**config.mk**
```make
export PLATFORM = sky130hd
export DESIGN_NAME = ccff_chain_loader
export DESIGN_NICKNAME = d
export VERILOG_FILES = /design/src/rtl/ccff_chain_loader.sv
export SDC_FILE = /design/constraint.sdc
export NUM_CORES = 1
export LEC_CHECK = 0
export BUFFER_PORTS_ARGS = -buffer_cell sky130_fd_sc_hd__buf_2
export CAP_MARGIN = 10
export CORE_MARGIN = 2
export CORE_UTILIZATION = 52
export DETAILED_ROUTE_END_ITERATION = 10
export PLACE_DENSITY_LB_ADDON = 0.25
export REMOVE_ABC_BUFFERS = 1
export SLEW_MARGIN = 30
export SYNTH_ARGS = -nofsm -noshare
export SYNTH_HDL_FRONTEND = slang
export SYNTH_SLANG_ARGS = --single-unit
```
**constraint.sdc**
```tcl
create_clock -name prog_clk -period 1.8 [get_ports prog_clk]
set_input_delay 0.36 -clock prog_clk [delete_from_list [all_inputs] [get_ports prog_clk]]
set_output_delay 0.36 -clock prog_clk [all_outputs]
set_load 0.02 [all_outputs]
```
**src/rtl/ccff_chain_loader.sv**
```systemverilog
// ---------------------------------------------------------------------------
// ccff_chain_loader
//
// Purpose:
//   Streams a bitstream into a serial configuration flip-flop chain (CCFF)
//   MSB-first, one bit per prog_clk edge. At the same time it captures what
//   falls out of the chain tail and returns it as readback words.
//
//   The load is bit_count bits long. Words are fetched one at a time. Any
//   bits of a final partial word beyond bit_count are never shifted. One
//   bubble cycle (FETCH) separates consecutive words.
//
// Ports:
//   prog_clk       in   only clock, rising edge
//   prog_reset     in   synchronous active-high reset, aborts any load
//   start          in   load request, sampled only in IDLE
//   bit_count      in   LEN_W  number of config bits, latched on start
//   s_valid        in   bitstream word valid
//   s_ready        out  loader accepts a word (FETCH only)
//   s_data         in   WORD_W bitstream word, MSB shifted first
//   ccff_head      out  serial data into the chain head
//   ccff_shift_en  out  chain advances on an edge only where this is 1
//   ccff_tail      in   serial data out of the chain tail
//   rb_valid       out  one-cycle pulse, rb_data valid
//   rb_data        out  WORD_W readback word, left-aligned when partial
//   busy           out  high in every state except IDLE
//   done           out  one-cycle pulse at the end of a load
//   dbg_state      out  2-bit encoding of the FSM state:
//                       0 IDLE, 1 FETCH, 2 SHIFT, 3 DONE
//
// Handshake:
//   The word stream uses strict valid/ready. A word transfers on a rising
//   edge where s_valid && s_ready. s_ready does not depend on s_valid.
//   The source must keep s_data stable while s_valid is high and the
//   transfer has not happened. Readback has no backpressure.
// ---------------------------------------------------------------------------
module ccff_chain_loader #(
  parameter int WORD_W = 8,
  parameter int LEN_W  = 16
) (
  input  logic              prog_clk,
  input  logic              prog_reset,
  input  logic              start,
  input  logic [LEN_W-1:0]  bit_count,
  input  logic              s_valid,
  output logic              s_ready,
  input  logic [WORD_W-1:0] s_data,
  output logic              ccff_head,
  output logic              ccff_shift_en,
  input  logic              ccff_tail,
  output logic              rb_valid,
  output logic [WORD_W-1:0] rb_data,
  output logic              busy,
  output logic              done,
  output logic [1:0]        dbg_state
);

  localparam int CNT_W = $clog2(WORD_W + 1);
  localparam logic [LEN_W-1:0] WORD_W_L = LEN_W'(WORD_W);
  localparam logic [LEN_W-1:0] ONE_L    = LEN_W'(1);

  typedef enum logic [1:0] {
    ST_IDLE  = 2'd0,
    ST_FETCH = 2'd1,
    ST_SHIFT = 2'd2,
    ST_DONE  = 2'd3
  } state_t;

  state_t              state_q, state_d;
  logic [WORD_W-1:0]   sr_q, sr_d;
  logic [LEN_W-1:0]    remaining_q, remaining_d;
  logic [LEN_W-1:0]    word_left_q, word_left_d;
  logic [WORD_W-1:0]   rb_sr_q, rb_sr_d;
  logic [CNT_W-1:0]    rb_cnt_q, rb_cnt_d;
  logic [WORD_W-1:0]   rb_data_q, rb_data_d;
  logic                rb_valid_q, rb_valid_d;
  logic [WORD_W-1:0]   rb_word;

  // -------------------------------------------------------------------------
  // Next-state and datapath
  // -------------------------------------------------------------------------
  always_comb begin
    state_d     = state_q;
    sr_d        = sr_q;
    remaining_d = remaining_q;
    word_left_d = word_left_q;
    rb_sr_d     = rb_sr_q;
    rb_cnt_d    = rb_cnt_q;
    rb_data_d   = rb_data_q;
    rb_valid_d  = 1'b0;
    rb_word     = rb_sr_q;

    unique case (state_q)
      ST_IDLE: begin
        if (start) begin
          rb_sr_d  = '0;
          rb_cnt_d = '0;
          if (bit_count != '0) begin
            remaining_d = bit_count;
            state_d     = ST_FETCH;
          end else begin
            // An empty load still produces its done pulse.
            state_d = ST_DONE;
          end
        end
      end

      ST_FETCH: begin
        if (s_valid) begin
          sr_d = s_data;
          // The last word may be partial; only the bits still owed get shifted.
          word_left_d = (remaining_q < WORD_W_L) ? remaining_q : WORD_W_L;
          state_d     = ST_SHIFT;
        end
      end

      ST_SHIFT: begin
        sr_d        = sr_q << 1;
        remaining_d = remaining_q - ONE_L;
        word_left_d = word_left_q - ONE_L;

        // Drop the tail sample into the next free slot, counting down from
        // the MSB. Partial words then come out left-aligned with zero LSBs.
        for (int i = 0; i < WORD_W; i++) begin
          if (rb_cnt_q == CNT_W'(WORD_W - 1 - i)) begin
            rb_word[i] = ccff_tail;
          end
        end

        // word_left reaching zero closes both the input word and the
        // readback word, because every fetched word is readback-aligned.
        if (word_left_q == ONE_L) begin
          rb_data_d  = rb_word;
          rb_valid_d = 1'b1;
          rb_sr_d    = '0;
          rb_cnt_d   = '0;
        end else begin
          rb_sr_d  = rb_word;
          rb_cnt_d = rb_cnt_q + CNT_W'(1);
        end

        if (remaining_q == ONE_L) begin
          state_d = ST_DONE;
        end else if (word_left_q == ONE_L) begin
          state_d = ST_FETCH;
        end
      end

      ST_DONE: begin
        state_d = ST_IDLE;
      end

      default: begin
        state_d = ST_IDLE;
      end
    endcase
  end

  // -------------------------------------------------------------------------
  // State registers
  // -------------------------------------------------------------------------
  always_ff @(posedge prog_clk) begin
    if (prog_reset) begin
      state_q     <= ST_IDLE;
      sr_q        <= '0;
      remaining_q <= '0;
      word_left_q <= '0;
      rb_sr_q     <= '0;
      rb_cnt_q    <= '0;
      rb_data_q   <= '0;
      rb_valid_q  <= 1'b0;
    end else begin
      state_q     <= state_d;
      sr_q        <= sr_d;
      remaining_q <= remaining_d;
      word_left_q <= word_left_d;
      rb_sr_q     <= rb_sr_d;
      rb_cnt_q    <= rb_cnt_d;
      rb_data_q   <= rb_data_d;
      rb_valid_q  <= rb_valid_d;
    end
  end

  // -------------------------------------------------------------------------
  // Outputs: decoded from the state register, so reset clears them at once
  // -------------------------------------------------------------------------
  always_comb begin
    s_ready       = (state_q == ST_FETCH);
    ccff_shift_en = (state_q == ST_SHIFT);
    ccff_head     = (state_q == ST_SHIFT) ? sr_q[WORD_W-1] : 1'b0;
    busy          = (state_q != ST_IDLE);
    done          = (state_q == ST_DONE);
    rb_valid      = rb_valid_q;
    rb_data       = rb_data_q;
    dbg_state     = state_q;
  end

endmodule
```
==> summary.md <==
The run finished, with violations left. The checks that failed: negative setup slack. The number of iterations in the first detailed-routing pass came out at 4. In this run, placement finished with an instance count of 570. The top cell type by total area after synthesis was dfxtp_1. CTS saw 63 sinks. The post-synthesis instance area was 0.00339 mm²; the share of Yosys cell area claimed by the top area cell type was 37.2%.

The setup slack of the critical path after layout was -0.0572 ns; the total power draw was 3780 µW. Across the run, the number of max-cap violations was 0. For this run, asynchronously set or reset flops after synthesis account for 0%. STA classifies the critical path endpoint as a flip-flop. Across all layers, the routed design uses 3467 vias. Count of pins on the block boundary: 45. The shortest period the worst path allows is 1.86 ns, and the count of hold-fix buffers inserted at cts is 0. The most common library cell in the layout ignoring fill and taps was nand2_1. Summed over all layers, the global routing overflow is 0.

For this block, the initial DRC count from the detailed router was 187. Setup repair after global routing could not meet its margin everywhere. The count of fill cells added during filler insertion is 534. The ratio of final minimum period to clock period is 103%, and the share of the core filled with cells is 68.9%. The distinct cell type count of the synthesized netlist came out at 49. The worst-case IR drop observed on VDD is 0.577 mV.

In this run the number of H-tree levels came out at 3. Entering global routing, the biggest net connects 56 pins. Prior to clock tree synthesis, the placed netlist has a worst setup slack of -0.0917 ns.

The final weighted congestion in routability-driven placement is 0.854. Power spread over the standard cell area amounts to 869 mW/mm². Input and output buffers added on the ports amount to 44. Data on the critical path is required at its endpoint by 2.07 ns. For the number of nets still failing antenna checks after routing, the log shows 0. The detailed placement HPWL came out at 6.09 mm.

Worst hold path class: in -> reg. By area the synthesized netlist is led by dfxtp_1 37%, nand2_1 6.8%, nor2_1 6.1%. The initial utilization of the core area, before any placement, comes to 53.7%. After the flow finishes, the layout carries non-filler instances totaling 591. The buffer levels on the longest clock path was 2; the number of antenna violations at the first check in global routing was 0. 0 antenna diodes ended up in the layout.

For the worst-skew pair, the clock arrives at the later sink with an insertion delay of 0.35 ns. Of all nets on the critical path, the largest fanout is 2. The overall die width works out to 84.7 µm. The critical path in this run is classified as reg -> reg.

The number of nets at the end of the flow is 546, and the final number of setup-violating endpoints is 1. In the routed layout, each cell is associated on average with a via count of 5.87. The final layout contains routed wiring with a total length of 9.29 mm. The run gives 9 as the number of buffers inserted during clock tree synthesis. Row generation in the floorplan step produced 29 rows.

CTS placed an instance of clkbuf_8 at the clock tree root. The number of storage elements in the synthesis netlist is 63. Ratio of cells with drive above 1 in the final layout: 30.5%. Clock-pin slew was measured on the worst setup and hold paths at 0.07 ns. The critical path starts at word_left_q[0]$_SDFFE_PP0P_. The run gives 538 MHz as the maximum clock rate. In the layout the commonest cells are 61 x nand2_1, 60 x dfxtp_1, 54 x nor2_1. The average wire length per cell after detail routing was 15.7 µm; the area inside the core boundary was 0.00631 mm². The sequential fraction of the synthesis area is 37.2%, and the average instance area after synthesis is 7.92 µm². Number of warnings issued by yosys: 0. In this run, synthesis inferred 0 flip-flops with an integrated enable. The tools report the number of hold violations in the final report as 0. The worst hold path begins at s_data[3]. The first-pass GRT wire length came out at 14.8 mm. The run gives 3314 as the via count of the first global-routing pass. The cell count after synthesis came out at 428.

Global routing used 25.3% of the available tracks. TritonCTS built the clock tree. The area overhead of the layout relative to synthesis was 28.5%. The count of unresolved DRC violations after routing was 0; the leakage power of the design was 0.00179 µW. Measured along the y axis, the die boundary spans 84.7 µm.

At the pin with the least slew margin, the transition time is 0.463 ns. The final number of max-transition violations is 0. In this run the critical register-to-register path is launched from word_left_q[0]$_SDFFE_PP0P_. The floorplan step defined a die boundary enclosing 0.00718 mm². In this run the tightest slew margin relative to its limit is 69.1%. The most frequently used flop master after synthesis was dfxtp_1. On the final layout, the worst clock skew is 0.00831 ns. For the worst setup path, the data arrival time is 2.12 ns. Critical path launch point type: a flip-flop.
-- final timing paths --
kind | endpoint | slack (ns) | cells past startpoint
max | word_left_q[8]$_SDFFE_PP0P_ | -0.06 | 7
min reg2reg | sr_q[4]$_SDFFE_PP0P_ | 0.48 | 2
min | sr_q[3]$_SDFFE_PP0P_ | 0.27 | 3
max reg2reg | word_left_q[8]$_SDFFE_PP0P_ | -0.06 | 7
-- metal layers --
layer / up-vias / routed length (µm) / GRT usage (%)
met3: 22 / 411 / 4.62
met5: - / 0 / 0
met2: 90 / 4440 / 41.3
met4: 0 / 269 / 13.9
li1: 1716 / - / -
met1: 1639 / 4160 / 31.7
-- synth_stat cells, types with 9 or more instances --
cell	count
dfxtp_1	63
nand2_1	61
nor2_1	55
a21oi_1	34
o21ai_0	28
clkbuf_1	15
nor3_1	15
a311oi_1	13
a22oi_1	12
mux2i_1	9
nand3_1	9
-- critical path: stages (launching register included) --
cell and delay, ns:
dfxtp_2 0.32, inv_2 0.07, ha_4 0.13, or4b_4 0.46
or4_4 0.43, nor2_2 0.09, nor2_1 0.05, a311oi_2 0.21
-- cell families (layout without fill, tap and decap cells) --
group / after synthesis / in the layout / share of synthesized area [%]
simple gates: 183 / 183 / 25.3
buf+inv: 36 / 122 / 5.98
compound gates: 120 / 120 / 23.0
fa+ha+maj: 8 / 8 / 2.95
flops: 63 / 63 / 37.2
xor+xnor: 1 / 1 / 0.259
mux: 17 / 17 / 5.32
-- state kept, by name, indices dropped and copies added, names as in the netlist --
signal / flops
remaining_q: 16
sr_q: 8
word_left_q: 16
rb_data: 8
dbg_state: 2
rb_sr_q: 8
rb_cnt_q: 4
rb_valid: 1
-- metrics by stage --
| step | setup TNS [ns] | hold slack (ns) | cell area [µm²] |
|---|---|---|---|
| 4_1_cts | -0.0461 | 0.264 | 4190 |
| 3_5_place_dp | -0.766 | 0.470 | 3940 |
| 6_report | -0.0572 | 0.274 | 4350 |
| 2_1_floorplan | -71.95 | 0.428 | 3220 |
| 5_1_grt | -0.577 | 0.287 | 4350 |
| 3_3_place_gp | -0.169 | 0.460 | 3940 |
-- where the power goes --
part	switching, µW	internal, µW
combinational	554	453
clock	587	634
sequential	77.0	1480
-- final cells by class --
| class | instances | area [µm²] | area share (%) |
|---|---|---|---|
| flip-flops and latches | 63 | 1260 | 29.1 |
| clock inverters | 6 | 61.3 | 1.41 |
| repair buffers | 98 | 698 | 16.0 |
| clock buffers | 10 | 128 | 2.93 |
| inverters | 8 | 32.5 | 0.747 |
| well taps | 77 | 96.3 | 2.21 |
| multi-input cells | 329 | 2070 | 47.6 |
-- timing repair --
item | in CTS | in global routing
pin swaps | 1 | 6
gates cloned | 0 | 2
setup buffers | 2 | 1
setup endpoints to repair | 11 | 30
resized for setup | 15 | 27
No activity file was read; power rests on OpenSTA's default activity.
